`config.mk`:
```
export PLATFORM = sky130hd
export DESIGN_NAME = instr_encoder
export DESIGN_NICKNAME = d
export VERILOG_FILES = /design/src/rtl/mips_pkg.sv /design/src/rtl/instr_encoder_rtype_pack.sv /design/src/rtl/instr_encoder.sv
export SDC_FILE = /design/constraint.sdc
export NUM_CORES = 1
export LEC_CHECK = 0
export CAP_MARGIN = 20
export CORE_MARGIN = 2
export CORE_UTILIZATION = 43
export CTS_CLUSTER_SIZE = 20
export DETAILED_ROUTE_END_ITERATION = 10
export PLACE_DENSITY = 0.81
export SLEW_MARGIN = 20
export SYNTH_ARGS = -nofsm -noshare
export SYNTH_HDL_FRONTEND = slang
export SYNTH_SLANG_ARGS = --single-unit
```
`constraint.sdc`:
```
create_clock -name clk -period 3.1 [get_ports clk]
set_input_delay 0.62 -clock clk [delete_from_list [all_inputs] [get_ports clk]]
set_output_delay 0.62 -clock clk [all_outputs]
set_load 0.05 [all_outputs]
```
`src/rtl/mips_pkg.sv`:
```
// mips_pkg: types and constants shared by the R-type encode and decode paths.
//   alu_op_t     - ALU operation code, also recovered by the pipeline controller
//   FUNCT_*      - R-type funct field values for each alu_op_t
//   OPCODE_RTYPE - opcode field common to every R-type instruction
//   NOP_WORD     - all-zero word (sll $0,$0,0) used as a hazard bubble
//   funct_of()   - alu_op_t -> funct lookup with a legality flag
package mips_pkg;

  typedef enum logic [2:0] {
    ADD = 3'd0,
    SUB = 3'd1,
    AND = 3'd2,
    OR  = 3'd3,
    SLT = 3'd4
  } alu_op_t;

  localparam logic [5:0]  OPCODE_RTYPE = 6'b000000;
  localparam logic [5:0]  FUNCT_ADD    = 6'b100000;
  localparam logic [5:0]  FUNCT_SUB    = 6'b100010;
  localparam logic [5:0]  FUNCT_AND    = 6'b100100;
  localparam logic [5:0]  FUNCT_OR     = 6'b100101;
  localparam logic [5:0]  FUNCT_SLT    = 6'b101010;
  localparam logic [31:0] NOP_WORD     = 32'h0000_0000;

  // Bit 6 of the result is the legal flag; bits 5:0 are the funct field.
  function automatic logic [6:0] funct_of(input logic [2:0] op);
    logic [6:0] r;
    case (op)
      3'd0:    r = {1'b1, FUNCT_ADD};
      3'd1:    r = {1'b1, FUNCT_SUB};
      3'd2:    r = {1'b1, FUNCT_AND};
      3'd3:    r = {1'b1, FUNCT_OR};
      3'd4:    r = {1'b1, FUNCT_SLT};
      default: r = 7'd0;
    endcase
    return r;
  endfunction

endpackage

```
`src/rtl/instr_encoder_rtype_pack.sv`:
```
// rtype_pack: combinational packer from ALU op and register fields to a
// 32-bit MIPS R-type word.
//   op    in  3 : alu_op_t encoding (0..4 legal)
//   rd    in  5 : destination register
//   rs    in  5 : first source register
//   rt    in  5 : second source register
//   word  out 32: {opcode, rs, rt, rd, shamt=0, funct}
//   legal out 1 : op is one of the five supported operations
module rtype_pack (
  input  logic [2:0]  op,
  input  logic [4:0]  rd,
  input  logic [4:0]  rs,
  input  logic [4:0]  rt,
  output logic [31:0] word,
  output logic        legal
);
  import mips_pkg::*;

  logic [6:0] fl;

  always_comb begin
    fl    = funct_of(op);
    legal = fl[6];
    word  = {OPCODE_RTYPE, rs, rt, rd, 5'd0, fl[5:0]};
  end

endmodule

```
`src/rtl/instr_encoder.sv`:
```
// instr_encoder: accepts ALU-operation requests, encodes them as R-type words
// and writes them into instruction memory, each followed by NOP_GAP NOPs so
// the program runs on a pipeline without forwarding.
//   clk        in  1 : clock, rising edge
//   rst_n      in  1 : synchronous active-low reset
//   req_valid  in  1 : request present
//   req_ready  out 1 : request can be accepted this cycle
//   req_op     in  3 : 0 add, 1 sub, 2 and, 3 or, 4 slt (5..7 illegal)
//   req_rd/rs/rt in 5: register fields
//   imem_we    out 1 : write strobe, one word per cycle
//   imem_addr  out 32: byte address BASE_ADDR + 4*index
//   imem_wdata out 32: word being written
//   err        out 1 : one-cycle pulse after an illegal op is accepted
//   full       out 1 : DEPTH words written; sticky until reset
//   count      out $clog2(DEPTH)+1 : words written so far
module instr_encoder #(
  parameter int          DEPTH     = 256,
  parameter int          NOP_GAP   = 3,
  parameter logic [31:0] BASE_ADDR = 32'h0
) (
  input  logic                   clk,
  input  logic                   rst_n,
  input  logic                   req_valid,
  output logic                   req_ready,
  input  logic [2:0]             req_op,
  input  logic [4:0]             req_rd,
  input  logic [4:0]             req_rs,
  input  logic [4:0]             req_rt,
  output logic                   imem_we,
  output logic [31:0]            imem_addr,
  output logic [31:0]            imem_wdata,
  output logic                   err,
  output logic                   full,
  output logic [$clog2(DEPTH):0] count
);
  import mips_pkg::*;

  localparam int CW = $clog2(DEPTH) + 1;
  // Gap counter holds the NOPs still owed after the one being written.
  localparam int GW = (NOP_GAP > 1) ? $clog2(NOP_GAP) : 1;

  typedef enum logic [1:0] {IDLE, EMIT, PAD, FULL} state_t;

  state_t          state_q, state_d;
  logic [GW-1:0]   gap_q, gap_d;
  logic [CW-1:0]   count_d;
  logic            we_d, err_d, full_d, ready_d;
  logic [31:0]     addr_d, wdata_d;

  logic [31:0]     pack_word;
  logic            pack_legal;
  logic [31:0]     wr_addr;
  logic [CW-1:0]   cnt_inc;
  logic            hit_depth;

  rtype_pack u_pack (
    .op    (req_op),
    .rd    (req_rd),
    .rs    (req_rs),
    .rt    (req_rt),
    .word  (pack_word),
    .legal (pack_legal)
  );

  assign wr_addr   = BASE_ADDR + (32'(count) << 2);
  assign cnt_inc   = count + CW'(1);
  assign hit_depth = (cnt_inc == CW'(DEPTH));

  // Every output is a register, so each state computes the values presented
  // in the following cycle: the handshake edge already loads the instruction
  // write, and the EMIT/PAD edges load the NOP writes that follow it.
  always_comb begin
    state_d = state_q;
    gap_d   = gap_q;
    count_d = count;
    we_d    = 1'b0;
    addr_d  = imem_addr;
    wdata_d = imem_wdata;
    err_d   = 1'b0;
    full_d  = full;
    ready_d = 1'b0;
    case (state_q)
      IDLE: begin
        ready_d = (count < CW'(DEPTH));
        if (req_valid && req_ready) begin
          if (pack_legal) begin
            state_d = EMIT;
            we_d    = 1'b1;
            addr_d  = wr_addr;
            wdata_d = pack_word;
            count_d = cnt_inc;
            full_d  = hit_depth;
            ready_d = 1'b0;
          end else begin
            err_d   = 1'b1;
          end
        end
      end
      EMIT: begin
        if (full) begin
          state_d = FULL;
        end else if (NOP_GAP > 0) begin
          state_d = PAD;
          we_d    = 1'b1;
          addr_d  = wr_addr;
          wdata_d = NOP_WORD;
          count_d = cnt_inc;
          full_d  = hit_depth;
          gap_d   = GW'(NOP_GAP - 1);
        end else begin
          state_d = IDLE;
          ready_d = 1'b1;
        end
      end
      PAD: begin
        // Reaching capacity cuts the pad short; remaining NOPs are dropped.
        if (full) begin
          state_d = FULL;
        end else if (gap_q == '0) begin
          state_d = IDLE;
          ready_d = 1'b1;
        end else begin
          we_d    = 1'b1;
          addr_d  = wr_addr;
          wdata_d = NOP_WORD;
          count_d = cnt_inc;
          full_d  = hit_depth;
          gap_d   = gap_q - GW'(1);
        end
      end
      FULL: begin
        state_d = FULL;
      end
      default: begin
        state_d = IDLE;
      end
    endcase
  end

  always_ff @(posedge clk) begin
    if (!rst_n) begin
      state_q    <= IDLE;
      gap_q      <= '0;
      count      <= '0;
      imem_we    <= 1'b0;
      imem_addr  <= BASE_ADDR;
      imem_wdata <= NOP_WORD;
      err        <= 1'b0;
      full       <= 1'b0;
      req_ready  <= 1'(DEPTH > 0);
    end else begin
      state_q    <= state_d;
      gap_q      <= gap_d;
      count      <= count_d;
      imem_we    <= we_d;
      imem_addr  <= addr_d;
      imem_wdata <= wdata_d;
      err        <= err_d;
      full       <= full_d;
      req_ready  <= ready_d;
    end
  end

endmodule

```
; ---- Yosys cells after proc, flatten, opt, wreduce, memory -nomap -nowiden
; Index checks and enable logic that the tools add are counted.
[op_classes]
n_reduce_logical = 11
magnitude_cmp = 1
muxes = 47
eq_ne = 14
addsub = 2
[op_table]
columns = op, n
row1 = $mux 32, 10
row2 = $pmux 32 s3, 2
row3 = $mux 9, 5
row4 = $pmux 7 s5, 1
row5 = $pmux 9 s3, 1
row6 = $mux 1, 16
row7 = $mux 2, 7
row8 = $add 9x1->9 const B, 1
row9 = $eq 9x9->1 const B, 1
row10 = $lt 9x9->1 const B, 1
row11 = $reduce_and 3->1, 3
row12 = $ne 2x2->1 const B, 4
row13 = $pmux 2 s4, 1
row14 = $eq 3x2->1 const B, 2
row15 = $pmux 1 s3, 2
row16 = $reduce_and 6->1, 1
row17 = $eq 2x2->1 const B, 2
row18 = $logic_not 2->1, 2
row19 = $pmux 2 s2, 1
row20 = $reduce_and 4->1, 1
row21 = $eq 3x1->1 const B, 1
row22 = $eq 3x3->1 const B, 1
row23 = $logic_not 3->1, 1
row24 = $ne 3x3->1 const B, 1
row25 = 7 further kinds, 7
[word_totals]
inputBits = 21
word_cells = 84
output_inout_bits = 77
register_bits = 81

; ---- Logic depth before layout (Yosys ltp)
[depth]
depth_word = 5
mapped_depth = 10
ltp_nobuf = 7

; ---- Cells and area by module
; Synthesis repeated with hierarchy kept, for this count alone.
[unflattened]
hier_cells = 363
hier_area_um2 = 2959.1
[by_module_without_submodules]
columns = mod, seq_area_each_um2, cells_per_inst, instances, area_each_um2
row1 = instr_encoder, 1161.1, 328, 1, 2705.1
row2 = rtype_pack, 0.0, 35, 1, 254.0

; ---- Worst setup path before layout
; OpenSTA, ideal clock, no wires.
[synth_path]
path_kind = register to register
startpoint = register state_q[0]
endpoint = register count[8]
setup_slack_ns = 0.948
period_less_slack_ns = 2.152
setup_ns = 0.070
required_ns = 3.030
t_arrival_ns = 2.081
path_stages_with_launch = 10
n_path_buf = 2
cell_sequence = dfxtp_1 -> inv_1 -> ha_1 -> buf_2 -> nor2_1 -> nor2_1 -> or3_1 -> buf_2 -> or4_1 -> a21oi_1
[synth_between]
elab_chain_len = 3
[synth_rtl]
columns = element, line_no
row1 = start: declaration, instr_encoder.sv:44  ; state_t state_q, state_d;
row2 = start signal: assignment, instr_encoder.sv:152  ; state_q <= state_d;
row3 = "$eq 2x2->1, or another cell as far along", instr_encoder.sv:82  ; case (state_q)
row4 = "$ne 2x2->1 (no source line), or another cell as far along", n/a
row5 = $reduce_and 6->1 (no source line), n/a
row6 = end signal: assignment, instr_encoder.sv:154  ; count <= count_d;
row7 = end: declaration, instr_encoder.sv:34  ; output logic [$clog2(DEPTH):0] count
; Several ways; a longest one is shown, not always the timed one.
; A chain may end at the register's enable or synchronous reset.

; ---- Worst setup path in the final report
[layout_path]
startpoint = input port req_op[1]
endpoint = register count[7]
[layout_between]
elab_chain_len = 4
[layout_rtl]
columns = element, line_no
row1 = start: declaration, instr_encoder.sv:25  ; input logic [2:0] req_op,
row2 = "$eq 3x3->1, or another cell as far along", mips_pkg.sv:28  ; case (op)
row3 = $pmux 7 s5 (*), mips_pkg.sv:28
row4 = $ne 2x1->1 (no source line) (*), n/a
row5 = $reduce_and 6->1 (no source line) (*), n/a
; Mark *: on every way between the ends. The rest lies on a longest branch, timed or not.

==> qor.txt <==
Final-layout fill cell count: 477
Design area: 3000 um^2
RSZ-0062 raised after global routing: no
Vias in the first global route: 1874
Crit path time final: 2.43 ns
Final Net Count: 375
Avg WL per Cell: 12.9 um
Clock Path Buffers: 2
Global routing usage on met1: 23.0%
Worst vdd ir: 0.494 mV
First-pass GRT wire length: 8790 um
Root buffer cell: clkbuf_8
Worst Tran Pin Value: 0.539 ns
R2r setup slk: 0.76 ns
DIE WIDTH: 77.8 um
Post-route clock period utilization: 78.2%
Final setup TNS: 0 ns
Top_reg_cell synth: dfxtp_1
# setup viols final: 0
Min setup slack post-route: 0.674 ns
Clk sink count: 46
I/O Pins: 98
Vias per cell: 5.03
Fin. Hold Viols: 0
1st-pass router iterations: 4
Antenna viol nets, final: 0
Top cell by count, worst path: or3_1
HPWL after DPL: 3840 um
Synth unique cells: 39
Hold Startpoint: imem_addr[8]
Initial antenna violation count: 0
GR Util met3: 4.30%
Clock skew: 0.00671 ns
Reg area: 921 um^2
Most common cell after layout, fill and taps aside: clkdlybuf4s50_1
Worst Path Required: 3.34 ns
FF-to-FF path depth: 8
Fraction of layout cells with a size suffix above 1: 4.89%
GRT busiest layer: met2
Startpoint types: input port
Initial detailed-routing violation count: 154
CTS tree: built
Pwr Density: 918 nW/um^2
Area delta synth->final: 27.9%
Routed via count: 2101
Hold EP: imem_addr[8]
Syn Inst Count: 293
Post-synth ARST share: 0%
Num CTS Buffers: 5
GP Congestion: 0.797
Post-placement cell area: 2890 um^2
FF-to-FF Start: state_q[0]
CTS clk-pin slew, worst paths: 0.08 ns
Setup bufs post-CTS: 0
Register bit total from synthesis: 46
DIE HEIGHT: 77.8 um
GRT Total Usage: 18.0%
Status: finished, final reports clean
IO buf count: 62
Post-synth EDFFs: 0
Worst EP arrival: 2.67 ns
Wirelength, routed: 5410 um
Sequential area share after synthesis: 39.3%
Commonest non-fill, non-tap cells in the layout: clkdlybuf4s50_1 (62), nand2_1 (46), dfxtp_1 (46)
CTS H-tree depth: 2
Row cnt: 26
Setup crit end kind: register
Slew Viols, Final: 0
Achievable Freq: 0.412 GHz
Drc violations: 0
Routing usage on met2: 28.9%
Slowest stage delay, CP: 0.49 ns
Leak: 1.11 nW
Total die area: 6050 um^2
Critical path class: in -> reg
Average cell area after synthesis: 7.99 um^2
Post-cts hold buffer count: 0
Yosys warnings: 0
Initial Util: 45.3%
# diodes: 0
Critical R2R Capture: count[7]
Worst Hold Class: reg -> reg
Clk_lat worst skew: 0.30 ns
CP max stage cell: clkdlybuf4s50_1
Pre-CTS setup slack: 0.363 ns
Max-cap violations: 0
Cell Chain, Critical Path: clkdlybuf4s50_1, o21ai_2, a31oi_4, or3_1, buf_4, or3_1, a21oi_1
Slew headroom: 63.9%
Resized cells post-CTS: 0
Area of the core: 5170 um^2
Hold Path Cell Cnt: 2
Congestion Overflow GR: 0
Pin count of the biggest net entering global routing: 33
Area occupied by multi-input gates: 1180 um^2
Post-synthesis cell area: 2340 um^2
Hold Slack: 0.457 ns
Worst-path fanout max: 14
## sequential cells by signal, indices dropped and copies added, names as in the netlist
signal      cells
full            1
count           9
gap_q           2
req_ready       1
state_q         2
imem_wdata     20
err             1
imem_addr       9
imem_we         1
## final cells by class
type	instances	area share, %
clock inverters	2	1.25
clock buffers	6	2.42
flip-flops and latches	46	30.7
repair buffers	68	22.2
inverters	8	1.00
multi-input cells	218	39.5
well taps	70	2.92
## critical path, delay by kind of cell
family	cells	cell delay, ns
and+or+nand+nor	2	0.79
buffers and inverters	2	0.70
AOI/OAI and AO/OA	3	0.54
## kinds of logic after synthesis
group / Yosys count / share of synthesized area, %
AOI/OAI and AO/OA: 64 / 16.5
xor gates and xnor gates: 7 / 2.62
adders and majority gates: 7 / 3.74
buffers and inverters: 63 / 15.9
DFF: 46 / 39.3
other: 1 / 0.160
and+or+nand+nor: 105 / 21.8
## power breakdown
group	internal (W)	switching, W
Combinational	0.000485	0.000993
Sequential	0.000719	0.000110
Clock	0.000241	0.000203
Total	0.00145	0.00131
## worst max-delay path by stage
| stage | endpoint | cells after the start | startpoint | slack (ns) |
|---|---|---|---|---|
| 6_report | count[7] | 7 | req_op[1] | 0.67 |
| 5_1_grt | count[4] | 7 | req_op[1] | 0.56 |
| 3_5_place_dp | count[7] | 7 | req_op[1] | 0.36 |
| 3_3_place_gp | count[7] | 7 | req_op[1] | 0.42 |
| 4_1_cts | count[7] | 7 | req_op[1] | 0.68 |
| 2_1_floorplan | count[8] | 9 | state_q[0] | 0.95 |
## per-layer routing
| metal | up-vias | part of all wire (%) |
|---|---|---|
| met4 | 0 | 2.0 |
| met3 | 8 | 7.6 |
| li1 | 1028 | - |
| met5 | - | 0 |
| met2 | 100 | 48 |
| met1 | 965 | 43 |
## per-stage QoR
stage / util (%) / total power [W] / instances
after floorplan: - / 0.00192 / 327
after global placement: 55.8 / 0.00229 / 410
after detailed placement: 55.8 / 0.00231 / 410
after CTS: 57.9 / 0.00276 / 418
after global routing: 57.9 / 0.00292 / 418
final: 57.9 / 0.00275 / 418
## Yosys cell counts (all sizes together), types with 2 or more instances
cell type	instances	area share, %
buf	37	12
a21oi	40	8.5
o21ai	9	2.1
nand4	3	0.80
xnor2	5	1.9
a311oi	3	1.1
nor2	16	2.6
ha	7	3.7
nand2	46	7.4
a31oi	3	1.4
nor4	3	0.80
nor3	4	0.85
xor2	2	0.75
or3	4	1.1
nand3b	15	4.8
inv	7	1.1
clkbuf	18	2.9
dfxtp	46	39
and3	2	0.53
nand3	8	1.7
(Power assumes the default switching activity.)
